==> config.mk <==
export PLATFORM = sky130hd
export DESIGN_NAME = pipe_stage_elastic
export DESIGN_NICKNAME = d
export VERILOG_FILES = /design/src/rtl/pipe_pkg.sv /design/src/rtl/pipe_slot.sv /design/src/rtl/pipe_stage_elastic.sv
export SDC_FILE = /design/constraint.sdc
export NUM_CORES = 1
export LEC_CHECK = 0
export BUFFER_PORTS_ARGS = -buffer_cell sky130_fd_sc_hd__buf_2
export CAP_MARGIN = 20
export CORE_MARGIN = 2
export CORE_UTILIZATION = 40
export DETAILED_ROUTE_END_ITERATION = 6
export HOLD_SLACK_MARGIN = 0.03
export SLEW_MARGIN = 20
export SYNTH_ARGS = -nofsm -noshare
export SYNTH_HDL_FRONTEND = slang
export SYNTH_SLANG_ARGS = --single-unit
export TNS_END_PERCENT = 1
==> constraint.sdc <==
create_clock -name clk -period 6.6 [get_ports clk]
set_input_delay 0.33 -clock clk [delete_from_list [all_inputs] [get_ports clk]]
set_output_delay 0.33 -clock clk [all_outputs]
set_load 0.02 [all_outputs]
==> src/rtl/pipe_pkg.sv <==
// ---------------------------------------------------------------------------
// pipe_pkg
// Shared definitions for the elastic pipeline stage registers of the 5-stage
// MIPS core: occupancy state encoding and per-boundary bundle widths.
// No ports (package).
// ---------------------------------------------------------------------------
package pipe_pkg;

   // Stage occupancy; the encoding equals the number of entries held.
   typedef enum logic [1:0] {
      ST_EMPTY = 2'd0,
      ST_ONE   = 2'd1,
      ST_TWO   = 2'd2
   } state_t;

   // Per-boundary bundle widths (data concatenated by the caller).
   localparam int unsigned IFID_DATA_W  = 64;   // PC+4, instruction
   localparam int unsigned IFID_CTRL_W  = 1;
   localparam int unsigned IDEX_DATA_W  = 143;  // PC+4, rs/rt values, imm, rs/rt/rd
   localparam int unsigned IDEX_CTRL_W  = 10;
   localparam int unsigned EXMEM_DATA_W = 69;   // ALU result, store data, dest reg
   localparam int unsigned EXMEM_CTRL_W = 5;
   localparam int unsigned MEMWB_DATA_W = 69;   // load data, ALU result, dest reg
   localparam int unsigned MEMWB_CTRL_W = 2;

endpackage

==> src/rtl/pipe_slot.sv <==
// ---------------------------------------------------------------------------
// pipe_slot
// One storage entry of an elastic stage: data bundle, control bundle and a
// valid flag, with load and clear enables (clear wins over load).
// Ports:
//   clk, rst          clock (rising edge), async active-high reset
//   load              capture in_data/in_ctrl and set valid
//   clr               drop the entry: valid=0, ctrl=0, data=0 if CLR_DATA
//   in_data, in_ctrl  bundle to capture
//   out_valid         entry holds a bundle
//   out_data,out_ctrl stored bundle
// ---------------------------------------------------------------------------
module pipe_slot
   import pipe_pkg::*;
#(
   parameter int unsigned DATA_W   = 32,
   parameter int unsigned CTRL_W   = 8,
   parameter int unsigned CLR_DATA = 0
) (
   input  logic              clk,
   input  logic              rst,
   input  logic              load,
   input  logic              clr,
   input  logic [DATA_W-1:0] in_data,
   input  logic [CTRL_W-1:0] in_ctrl,
   output logic              out_valid,
   output logic [DATA_W-1:0] out_data,
   output logic [CTRL_W-1:0] out_ctrl
);

   always_ff @(posedge clk or posedge rst) begin
      if (rst) begin
         out_valid <= 1'b0;
         out_data  <= '0;
         out_ctrl  <= '0;
      end else if (clr) begin
         out_valid <= 1'b0;
         out_ctrl  <= '0;
         if (CLR_DATA != 0) out_data <= '0;
      end else if (load) begin
         out_valid <= 1'b1;
         out_data  <= in_data;
         out_ctrl  <= in_ctrl;
      end
   end

endmodule

==> src/rtl/pipe_stage_elastic.sv <==
// ---------------------------------------------------------------------------
// pipe_stage_elastic
// Elastic pipeline stage register with valid/ready handshake, synchronous
// flush and an optional skid entry. Bubbles present all-zero control (NOP).
// Ports:
//   clk, rst            clock (rising edge), async active-high reset
//   flush               synchronous kill of all held entries
//   in_valid/in_ready   upstream handshake
//   in_data/in_ctrl     upstream bundle
//   out_valid/out_ready downstream handshake
//   out_data/out_ctrl   bundle to next stage (ctrl forced 0 when !out_valid)
//   occupancy           entries held (0..2, 2 only with SKID=1)
// ---------------------------------------------------------------------------
module pipe_stage_elastic
   import pipe_pkg::*;
#(
   parameter int unsigned DATA_W   = 32,
   parameter int unsigned CTRL_W   = 8,
   parameter int unsigned SKID     = 1,
   parameter int unsigned CLR_DATA = 0
) (
   input  logic              clk,
   input  logic              rst,
   input  logic              flush,
   input  logic              in_valid,
   output logic              in_ready,
   input  logic [DATA_W-1:0] in_data,
   input  logic [CTRL_W-1:0] in_ctrl,
   output logic              out_valid,
   input  logic              out_ready,
   output logic [DATA_W-1:0] out_data,
   output logic [CTRL_W-1:0] out_ctrl,
   output logic [1:0]        occupancy
);

   state_t            state, state_nxt;
   logic              rdy_q;
   logic              accept, drain;
   logic              main_load, main_clr;
   logic              main_valid, skid_valid;
   logic [DATA_W-1:0] main_data, skid_data, main_src_data;
   logic [CTRL_W-1:0] main_ctrl, skid_ctrl, main_src_ctrl;

   // rdy_q is constant 1 without a skid entry (state never reaches TWO),
   // so the single-entry variant reduces to the combinational term.
   assign in_ready = (SKID != 0) ? rdy_q : (rdy_q & (~main_valid | out_ready));

   assign accept = in_valid & in_ready & ~flush;
   assign drain  = main_valid & out_ready;

   always_comb begin
      state_nxt = state;
      if (flush) begin
         state_nxt = ST_EMPTY;
      end else begin
         unique case (state)
            ST_EMPTY: if (accept) state_nxt = ST_ONE;
            ST_ONE: begin
               if (accept && !drain && (SKID != 0)) state_nxt = ST_TWO;
               else if (!accept && drain)           state_nxt = ST_EMPTY;
            end
            ST_TWO:   if (drain) state_nxt = ST_ONE;
            default:  state_nxt = ST_EMPTY;
         endcase
      end
   end

   always_ff @(posedge clk or posedge rst) begin
      if (rst) begin
         state <= ST_EMPTY;
         rdy_q <= 1'b1;
      end else begin
         state <= state_nxt;
         rdy_q <= (state_nxt != ST_TWO);
      end
   end

   assign occupancy = state;

   // Main refills from the skid entry when one is waiting, otherwise from
   // the input; this keeps main strictly older than skid.
   assign main_src_data = skid_valid ? skid_data : in_data;
   assign main_src_ctrl = skid_valid ? skid_ctrl : in_ctrl;
   assign main_load     = (accept & (~main_valid | drain)) | (skid_valid & drain);
   assign main_clr      = flush | (drain & ~accept & ~skid_valid);

   pipe_slot #(
      .DATA_W   (DATA_W),
      .CTRL_W   (CTRL_W),
      .CLR_DATA (CLR_DATA)
   ) u_main (
      .clk       (clk),
      .rst       (rst),
      .load      (main_load),
      .clr       (main_clr),
      .in_data   (main_src_data),
      .in_ctrl   (main_src_ctrl),
      .out_valid (main_valid),
      .out_data  (main_data),
      .out_ctrl  (main_ctrl)
   );

   generate
      if (SKID != 0) begin : g_skid
         logic skid_load, skid_clr;
         assign skid_load = accept & main_valid & ~drain;
         assign skid_clr  = flush | (skid_valid & drain);

         pipe_slot #(
            .DATA_W   (DATA_W),
            .CTRL_W   (CTRL_W),
            .CLR_DATA (CLR_DATA)
         ) u_skid (
            .clk       (clk),
            .rst       (rst),
            .load      (skid_load),
            .clr       (skid_clr),
            .in_data   (in_data),
            .in_ctrl   (in_ctrl),
            .out_valid (skid_valid),
            .out_data  (skid_data),
            .out_ctrl  (skid_ctrl)
         );
      end else begin : g_noskid
         assign skid_valid = 1'b0;
         assign skid_data  = '0;
         assign skid_ctrl  = '0;
      end
   endgenerate

   assign out_valid = main_valid;
   assign out_data  = main_data;
   assign out_ctrl  = main_valid ? main_ctrl : '0;

endmodule
==> results of run 1 <==
power by group:
part	leakage [nW]	total, mW	internal, mW	switching (mW)
clock network	0.101	0.373	0.192	0.181
registers	1.05	0.694	0.630	0.0639
logic	1.10	0.333	0.183	0.150
layout by cell type, fill, tap and decap left out, types with 2 or more instances in the layout:
| cell type | netlist | final |
|---|---|---|
| clkinv_2 | 0 | 3 |
| o21a_1 | 2 | 2 |
| buf_4 | 0 | 2 |
| and2_1 | 8 | 8 |
| o21ai_0 | 2 | 2 |
| a21oi_1 | 2 | 2 |
| mux2_2 | 72 | 72 |
| a22o_1 | 16 | 16 |
| nand2_1 | 3 | 3 |
| inv_1 | 3 | 2 |
| nor2b_1 | 4 | 4 |
| mux2_1 | 2 | 2 |
| dfrtp_1 | 84 | 83 |
| mux2_4 | 30 | 30 |
| buf_2 | 5 | 88 |
| nand3_1 | 2 | 2 |
| clkbuf_8 | 0 | 11 |
layer usage:
metal / global-route usage, % / vias to the layer above / wire [um]
met5: 0 / - / 0
met4: 3.69 / 0 / 58
met3: 5.68 / 6 / 446
met2: 24.8 / 62 / 3560
met1: 20.6 / 1187 / 3530
li1: - / 1101 / -
kinds of logic after synthesis:
family          share of synthesized area (%)
compound gates                           5.79
mux                                      33.2
buf+inv                                  2.59
simple gates                             3.33
flops                                    55.1
what timing repair did:
| action | in CTS | in global routing |
|---|---|---|
| endpoints found under the setup margin | 0 | 0 |
| hold buffers | 1 | 0 |
| endpoints found under the hold margin | 16 | 0 |
layout make-up:
cell class / count / area share (%)
tap: 129 / 3.48
clock buffer: 11 / 3.27
inverter: 3 / 0.270
sequential: 85 / 46.0
clock inverter: 4 / 1.03
multi-input combinational: 153 / 35.5
timing repair buffer: 92 / 10.5
worst min path at each step:
stage / start / end / slack (ns)
after floorplan: flush / u_main.out_valid / 0.39
after global placement: rst / u_main.out_data[6] / 0.28
after detailed placement: rst / g_skid.u_skid.out_data[6] / 0.29
after CTS: in_ctrl[2] / g_skid.u_skid.out_ctrl[2] / 0.19
after global routing: in_ctrl[4] / g_skid.u_skid.out_ctrl[4] / 0.19
final: in_ctrl[2] / g_skid.u_skid.out_ctrl[2] / 0.21
registers in the layout, summed over array words and instances, names as in the netlist:
register / flops
u_main.out_ctrl: 8
in_ready: 1
occupancy: 2
g_skid.u_skid.out_valid: 1
g_skid.u_skid.out_ctrl: 8
u_main.out_valid: 1
g_skid.u_skid.out_data: 32
u_main.out_data: 32
metrics by stage:
step                      util [%]  hold WS [ns]
after global placement        47.2         0.282
after CTS                     49.5         0.191
final                         49.7         0.211
after global routing          49.7         0.190
after detailed placement      47.2         0.286
after floorplan                  -         0.393
==> reports/qor.csv, run 1 <==
stage;metric;value;unit
floorplanning;die area;10500;um2
cts;Reg clk slew, reported paths;0.08;ns
worst_setup_path;CP max stage delay;1.04;ns
place;Port Buf Inserts;88;
worst_setup_path;critical path's top delay family;flip-flops;
grt;number of global-route vias before repair;2434;
worst_setup_path;critical path class;reg2reg;
pwr;Power Density;302;nW/um2
layout;fin cells;477;
floorplanning;die height;102;um
place;placed cell count;460;
worst_setup_path;CP Data Required Time;6.83;ns
place;Placer Congestion;0.736;
grt;pin count of the biggest net entering global routing;70;
sta;setup TNS;0;ns
logic_synthesis;dominant synthesized flop cell;dfrtp_1;
sta;post-layout min period;2.78;ns
sta;final slew viol count;0;
logic_synthesis;Post-synth ARST share;100;%
worst_setup_path;R2R setup slack;3.82;ns
logic_synthesis;Cell Area, Synth;3860;um2
layout;Nets;389;
worst_setup_path;reg2reg start;g_skid.u_skid.out_valid;
sta;final setup vio count;0;
floorplanning;Std-Cell Core Area;9330;um2
worst_setup_path;arrival time at the worst endpoint;3.01;ns
worst_setup_path;CP cell instances;nand2_1 -> a211oi_4 -> buf_4 -> mux2_2;
logic_synthesis;sequential area share after synthesis;55.1;%
logic_synthesis;Synth Warn #;0;
floorplanning;FP Rows;35;
floorplanning;I/O pins;89;
worst_setup_path;r2r worst-path depth;4;
grt;global-route wire length before repair;12400;um
cts;CTS Root Cell;clkbuf_8;
worst_setup_path;slowest CP cell;dfrtp_2;
pwr;VDD IR max;0.149;mV
sta;RSZ-0062 raised after global routing;false;
cts;CTS Buffer Depth;2;
pwr;Pwr Total;1.40;mW
logic_synthesis;Post-Syn Instances;255;
place;placed wire-length estimate;4850;um
logic_synthesis;#FFs+latches synth;85;
layout;fill count;856;
sta;clock skew;0.00491;ns
logic_synthesis;Post-synth top cells;dfrtp_1 (84), mux2_2 (72), mux2_4 (30), a22o_1 (16), and2_1 (8);
cts;H-Tree Depth;3;
worst_setup_path;Crit. End Element;register;
cts;Clk Latency, worst-skew pair;0.34;ns
sta;crit share post-route;42.1;%
drt;vias per cell;4.94;
flow_run;max_cap viols;0;
layout;Ant. Diodes;0;
hold_path;hold path cells;2;
drt;first-iteration detailed-routing DRC count;89;
logic_synthesis;Synth top area share;54.4;%
worst_setup_path;Max FO, Critical Path;44;
layout;sequential cell area;2130;um2
hold_path;Hold Path Class;in2reg;
drt;post-route ant nets;0;
layout;Multi-input gate area;1650;um2
grt;GRT Overall Usage;15.6;%
cts;post-CTS sizing;0;
cts;CTS tree;done;
sta;Hold Violations, Final;0;
cts;TritonCTS Buffers;9;
worst_setup_path;R2R Path End;u_main.out_data[8];
cts;CTS Sinks;85;
logic_synthesis;syn_nets;300;
layout;Syn-to-layout area delta;19.9;%
sta;worst slew pin tran;1.01;ns
outcome;status;completed;
worst_setup_path;Setup crit end;u_main.out_data[8];
place;Area after DPL;4400;um2
floorplanning;die width;102;um
logic_synthesis;Synth cell types;26;
pwr;P_leak;2.26;nW
drt;total number of vias;2356;
grt;initial antenna violation count;1;
worst_setup_path;Worst Setup Start Kind;register;
place;pre-CTS setup slack;3.76;ns
logic_synthesis;Synth area leaders;dfrtp_1 (54%), mux2_2 (21%), mux2_4 (12%), a22o_1 (3.6%), and2_1 (1.3%);
drt;DRC Markers;0;
worst_setup_path;critical path depth in cells;4;
sta;setup ws final;3.82;ns
logic_synthesis;post-synth top area cell;dfrtp_1;
layout;proportion of layout cells with a drive suffix above 1;61.5;%
drt;total wire length;7590;um
drt;drt pass-1 iters;4;
layout;post-route cell area;4630;um2
grt;Remaining Overflow, GRT;0;
cts;post-CTS setup buffer count;0;
logic_synthesis;Synth Area per Inst;15.2;um2
floorplanning;initial core utilization;41.4;%
drt;Avg WL per Cell;15.9;um
sta;relative slew slack;32.3;%
worst_setup_path;Crit. Startpoint;g_skid.u_skid.out_valid;
sta;f_max;0.360;GHz
logic_synthesis;EDFF count, synth;0;
worst_setup_path;WP buf/inv;1;
logic_synthesis;most frequent cell after synthesis;dfrtp_1;
Power figures use the tool's default switching activity.
==> run 2, diff against run 1 <==
==> constraint.sdc (replaced) <==
create_clock -name clk -period 2.3 [get_ports clk]
set_input_delay 0.115 -clock clk [delete_from_list [all_inputs] [get_ports clk]]
set_output_delay 0.115 -clock clk [all_outputs]
set_load 0.02 [all_outputs]
==> run 2 against run 1 <==
Effect of this change:
- non-clock buffer count rose by 49
- power increased to 3.0 times the previous value
- core utilization up 5.3 points
- clock power rose to 3.1 times the previous value
- final cell count grew 10%
- routed wire length grew 6.2%
- global-route usage increased by 0.37 points
- worst setup slack got worse by 3.4 ns
- critical endpoint is now g_skid.u_skid.out_data[17]
- largest power group unchanged
==> reports/qor.csv, run 2 (same netlist as run 1, synthesis figures left out) <==
stage;metric;value;unit;change
place;pre-CTS setup slack;0.479;ns;-3.28 ns
layout;fin cells;527;;+10%
worst_setup_path;Crit. End Element;register;;
place;placed cell count;469;;+2.0%
cts;Clk Latency, worst-skew pair;0.36;ns;+0.02 ns
floorplanning;I/O pins;89;;unchanged
worst_setup_path;slowest CP cell;dfstp_2;;
cts;post-CTS setup buffer count;0;;unchanged
layout;commonest non-fill, non-tap cells in the layout;buf_2 (88), dfrtp_1 (83), mux2_2 (72), dlygate4sd3_1 (42), mux2_4 (30);;
sta;setup TNS;0;ns;unchanged
worst_setup_path;WP buf/inv;1;;unchanged
worst_setup_path;CP max stage delay;0.58;ns;-0.46 ns
place;Port Buf Inserts;88;;unchanged
place;placed wire-length estimate;5290;um;+9.1%
drt;vias per cell;4.88;;-1.3%
cts;CTS Root Cell;clkbuf_8;;
layout;most common cell after layout, fill and taps aside;buf_2;;
sta;final setup vio count;0;;unchanged
grt;GRT Overall Usage;16.0;%;+0.37 points
grt;global-route wire length before repair;12800;um;+2.9%
pwr;Power Density;817;nW/um2;+170%
sta;post-layout min period;1.84;ns;-0.943 ns
floorplanning;Std-Cell Core Area;9330;um2;unchanged
sta;clock skew;0.0100;ns;+0.00511 ns
sta;RSZ-0062 raised after global routing;false;;
grt;Remaining Overflow, GRT;0;;unchanged
sta;WHS;0.119;ns;-0.0920 ns
worst_setup_path;critical path class;reg2reg;;
sta;worst slew pin tran;0.716;ns;-0.292 ns
pwr;P_leak;2.47;nW;+9.5%
flow_run;max_cap viols;0;;unchanged
drt;drt pass-1 iters;4;;unchanged
cts;H-Tree Depth;3;;unchanged
cts;TritonCTS Buffers;9;;unchanged
drt;total number of vias;2570;;+9.1%
sta;Hold Violations, Final;0;;unchanged
layout;post-layout util;55.0;%;+5.3 points
hold_path;Hold Path Class;in2reg;;
floorplanning;die width;102;um;unchanged
worst_setup_path;Worst Setup Start Kind;register;;
cts;CTS Buffer Depth;2;;unchanged
sta;setup ws final;0.461;ns;-3.36 ns
cts;CTS tree;done;;
floorplanning;FP Rows;35;;unchanged
outcome;status;completed;;
pwr;VDD IR max;0.465;mV;+210%
cts;Reg clk slew, reported paths;0.09;ns;about the same
worst_setup_path;Max FO, Critical Path;19;;-57%
floorplanning;die area;10500;um2;unchanged
drt;Avg WL per Cell;15.3;um;-3.9%
floorplanning;die height;102;um;unchanged
layout;fill count;797;;-6.9%
sta;final slew viol count;0;;unchanged
grt;pin count of the biggest net entering global routing;29;;-59%
grt;initial antenna violation count;0;;-1
sta;crit share post-route;80.0;%;+38 points
place;Placer Congestion;0.705;;-4.3%
floorplanning;initial core utilization;41.4;%;unchanged
worst_setup_path;CP Data Required Time;2.54;ns;-4.29 ns
layout;Multi-input gate area;1650;um2;unchanged
layout;Ant. Diodes;0;;unchanged
layout;Nets;438;;+13%
grt;number of global-route vias before repair;2661;;+9.3%
drt;first-iteration detailed-routing DRC count;38;;-57%
sta;f_max;0.544;GHz;+51%
sta;relative slew slack;52.3;%;+20 points
layout;proportion of layout cells with a drive suffix above 1;56.0;%;-5.5 points
layout;sequential cell area;2130;um2;unchanged
worst_setup_path;critical path's top delay family;flip-flops;;
worst_setup_path;arrival time at the worst endpoint;2.08;ns;-0.93 ns
layout;Syn-to-layout area delta;32.7;%;
worst_setup_path;CP cell instances;nand3_1 -> or3_2 -> buf_4 -> mux2_4;;
drt;post-route ant nets;0;;unchanged
drt;DRC Markers;0;;unchanged
drt;total wire length;8060;um;+6.2%
cts;CTS Sinks;85;;unchanged
layout;largest registers;g_skid.u_skid.out_data: 32 flops, u_main.out_data: 32 flops;;
[run 2: where the power goes]
group          internal, mW  switching (mW)
Clock                 0.617           0.556
Sequential             1.81           0.162
Combinational         0.581           0.466
[run 2: path summary, 6_finish.rpt]
check | start | endpoint | slack (ns) | cells after the start
max reg2reg | in_ready | g_skid.u_skid.out_data[17] | 0.46 | 4
max in group asynchronous | rst | u_main.out_data[15] | 1.30 | 4
min in group asynchronous | rst | u_main.out_data[5] | 0.30 | 3
max | in_ready | g_skid.u_skid.out_data[17] | 0.46 | 4
min | in_valid | g_skid.u_skid.out_valid | 0.12 | 3
min reg2reg | u_main.out_data[30] | u_main.out_data[30] | 0.49 | 1
[run 2: what timing repair did]
| action | 4_1_cts | 5_1_grt |
|---|---|---|
| hold endpoints to repair | 56 | 0 |
| hold buffers | 42 | 0 |
| gates resized for setup | 0 | 0 |
[run 2: layer usage]
metal | track usage [%] | wire length, um | vias up
li1 | - | - | 1199
met1 | 19.9 | 3660 | 1284
met2 | 26.6 | 3890 | 74
met3 | 4.86 | 422 | 13
met4 | 5.44 | 90 | 0
met5 | 0 | 0 | -
[run 2: per-stage QoR]
step	instance area (um2)	total power, mW
global route	5130	4.41
detailed placement	4490	3.00
finish	5130	4.19
global placement	4490	2.97
CTS	5130	4.25
floorplan	3870	2.68
[run 2: worst reg2reg max path: cells and delay by family, from the launching register on]
family / cells / cell delay (ns)
DFF: 1 / 0.58
and+or+nand+nor: 2 / 0.54
muxes: 1 / 0.34
buffers and inverters: 1 / 0.26
[run 2: layout make-up]
cell class              count  area share (%)
clock buffers               9            2.41
clock inverters             7            1.93
inverters                   3           0.293
multi-input cells         153            32.1
flip-flops and latches     85            41.5
well taps                 129            3.15
repair buffers            141            18.6
==> run 3, diff against run 2 <==
==> constraint.sdc (replaced) <==
create_clock -name clk -period 1.88 [get_ports clk]
set_input_delay 0.094 -clock clk [delete_from_list [all_inputs] [get_ports clk]]
set_output_delay 0.094 -clock clk [all_outputs]
set_load 0.02 [all_outputs]
==> run 3 against run 2 <==
Effect of this change:
- sequential power increased by 22%
- worst setup slack got worse by 0.38 ns
- non-clock buffer count rose by 1
- clock skew grew 0.0024 ns
- core utilization increased by 0.66 points
- clock power grew 20%
- fmax increased by 2.1%
- power increased by 22%
- final area up 1.2%
- global-route usage is 0.17 points lower
- routed wire length down 2.5%
- critical path type unchanged
==> reports/qor.csv, run 3 (same netlist as run 1, synthesis figures left out) <==
stage;metric;value;unit;change
layout;Syn-to-layout area delta;34.3;%;
sta;post-layout min period;1.80;ns;-0.0370 ns
drt;total wire length;7860;um;-2.5%
floorplanning;I/O pins;89;;unchanged
drt;Avg WL per Cell;14.9;um;-2.5%
drt;post-route ant nets;0;;unchanged
cts;TritonCTS Buffers;9;;unchanged
floorplanning;FP Rows;35;;unchanged
hold_path;hold path start;in_valid;;
grt;number of global-route vias before repair;2501;;-6.0%
place;Area after DPL;4560;um2;+1.6%
worst_setup_path;Worst Setup Start Kind;register;;
drt;vias per cell;4.80;;-1.5%
drt;DRC Markers;0;;unchanged
layout;post-layout util;55.7;%;+0.66 points
layout;Ant. Diodes;0;;unchanged
worst_setup_path;CP Data Required Time;2.10;ns;-0.44 ns
pwr;VDD IR max;0.445;mV;-4.2%
layout;post-route cell area;5190;um2;+1.2%
sta;RSZ-0062 raised after global routing;false;;
worst_setup_path;R2R setup slack;0.08;ns;-0.38 ns
grt;initial antenna violation count;0;;unchanged
floorplanning;initial core utilization;41.4;%;unchanged
worst_setup_path;Crit. End Element;register;;
pwr;Power Density;984;nW/um2;+20%
worst_setup_path;reg2reg start;in_ready;;
hold_path;Hold Path Class;in2reg;;
layout;Nets;439;;+0.23%
pwr;sequential share of power;47.2;%;+0.2 points
outcome;status;completed;;
drt;drt pass-1 iters;4;;unchanged
place;placed wire-length estimate;5010;um;-5.4%
place;Port Buf Inserts;88;;unchanged
sta;relative slew slack;74.2;%;+22 points
sta;crit share post-route;95.8;%;+16 points
grt;pin count of the biggest net entering global routing;44;;+52%
pwr;internal power;3.71;mW;+24%
drt;total number of vias;2532;;-1.5%
worst_setup_path;r2r worst-path depth;4;;unchanged
grt;Remaining Overflow, GRT;0;;unchanged
cts;CTS Buffer Depth;2;;unchanged
cts;post-CTS sizing;0;;unchanged
hold_path;hold path cells;3;;unchanged
grt;GRT Overall Usage;15.8;%;-0.17 points
worst_setup_path;arrival time at the worst endpoint;2.02;ns;-0.06 ns
place;Placer Congestion;0.714;;+1.3%
pwr;Clock power frac;27.4;%;-0.6 points
floorplanning;die area;10500;um2;unchanged
grt;GRT met1 Usage;21.5;%;+1.6 points
pwr;Pwr Total;5.11;mW;+22%
floorplanning;die height;102;um;unchanged
sta;f_max;0.555;GHz;+2.1%
cts;CTS tree;done;;
layout;commonest non-fill, non-tap cells in the layout;buf_2 (88), dfrtp_1 (83), mux2_2 (72), dlygate4sd3_1 (42), mux2_4 (30);;
floorplanning;Std-Cell Core Area;9330;um2;unchanged
sta;final slew viol count;0;;unchanged
sta;Hold Violations, Final;0;;unchanged
hold_path;hold endpoint;g_skid.u_skid.out_valid;;
pwr;combinational power share;25.4;%;+0.4 points
cts;H-Tree Depth;3;;unchanged
sta;setup TNS;0;ns;unchanged
sta;setup ws final;0.0781;ns;-0.383 ns
cts;Reg clk slew, reported paths;0.08;ns;about the same
pwr;Net Sw Frac;27.3;%;-0.98 points
pwr;P_leak;2.49;nW;+1.0%
cts;Clk Latency, worst-skew pair;0.34;ns;-0.02 ns
layout;most common cell after layout, fill and taps aside;buf_2;;
cts;CTS Sinks;85;;unchanged
flow_run;max_cap viols;0;;unchanged
grt;global-route wire length before repair;12700;um;-0.97%
layout;largest registers;g_skid.u_skid.out_data: 32 flops, u_main.out_data: 32 flops;;
grt;met3 Track Usage GR;2.94;%;-1.9 points
cts;CTS Root Cell;clkbuf_8;;
drt;first-iteration detailed-routing DRC count;31;;-18%
place;pre-CTS setup slack;0.0980;ns;-0.381 ns
worst_setup_path;Max FO, Critical Path;19;;unchanged
sta;worst slew pin tran;0.387;ns;-0.329 ns
sta;final setup vio count;0;;unchanged
pwr;Psw;1.39;mW;+18%
sta;clock skew;0.0124;ns;+0.00239 ns
grt;global-route layer with the greatest usage;met2;;
floorplanning;die width;102;um;unchanged
layout;fill count;789;;-1.0%
worst_setup_path;critical path class;reg2reg;;
worst_setup_path;R2R Path End;g_skid.u_skid.out_data[20];;
grt;met2 Use GR;25.4;%;-1.3 points
layout;proportion of layout cells with a drive suffix above 1;55.8;%;-0.25 points
[run 3: cell count changes in the layout (fill, tap and decap cells not counted), sizes merged]
cell	before	now
clkbuf	9	11
buf	99	100
inv	3	2
clkinv	3	1
[run 3: routing by layer]
metal	routed length, um	up-vias
met1	3740	1263
met4	108	0
met3	361	9
met5	0	-
met2	3650	66
li1	-	1194
[run 3: power by group through the flow]
stage	clock network, mW	logic [mW]	registers, mW
2_1_floorplan	0	0.653	2.62
3_3_place_gp	0	1.22	2.43
3_5_place_dp	0	1.25	2.44
4_1_cts	1.44	1.31	2.41
5_1_grt	1.51	1.40	2.46
6_report	1.40	1.29	2.41
[run 3: stage by stage]
stage          hold slack, ns  std cells
2_1_floorplan           0.157        255
4_1_cts                0.0964        527
6_report                0.118        527
3_5_place_dp            0.110        470
5_1_grt                 0.119        527
3_3_place_gp            0.104        470
[run 3: worst max-delay path: stages (launching register included)]
cell and delay (ns):
dfstp_2 0.57, nand3_1 0.10, or3_2 0.50, buf_12 0.20
mux2_4 0.30
[run 3: area by class of cell]
| cell class | count | area, um2 | area share [%] |
|---|---|---|---|
| Clock inverter | 4 | 72.6 | 1.40 |
| Tap cell | 129 | 161 | 3.11 |
| Multi-Input combinational cell | 153 | 1650 | 31.7 |
| Inverter | 3 | 15.0 | 0.289 |
| Sequential cell | 85 | 2130 | 41.0 |
| Timing Repair Buffer | 142 | 1030 | 19.8 |
| Clock buffer | 11 | 141 | 2.72 |
[run 3: worst max path at each step]
stage | from | endpoint | slack (ns) | cells after the start
final | in_ready | g_skid.u_skid.out_data[20] | 0.08 | 4
after global routing | in_ready | g_skid.u_skid.out_data[19] | 0.03 | 4
after CTS | in_ready | g_skid.u_skid.out_data[20] | 0.08 | 4
after detailed placement | in_ready | g_skid.u_skid.out_data[24] | 0.1 | 4
after global placement | in_ready | g_skid.u_skid.out_data[25] | 0.12 | 4
after floorplan | in_ready | g_skid.u_skid.out_data[0] | 0.15 | 5
[run 3: what timing repair did]
action,in CTS,in global routing
hold endpoints to repair,54,0
hold buffers,42,0
setup buffers,0,0
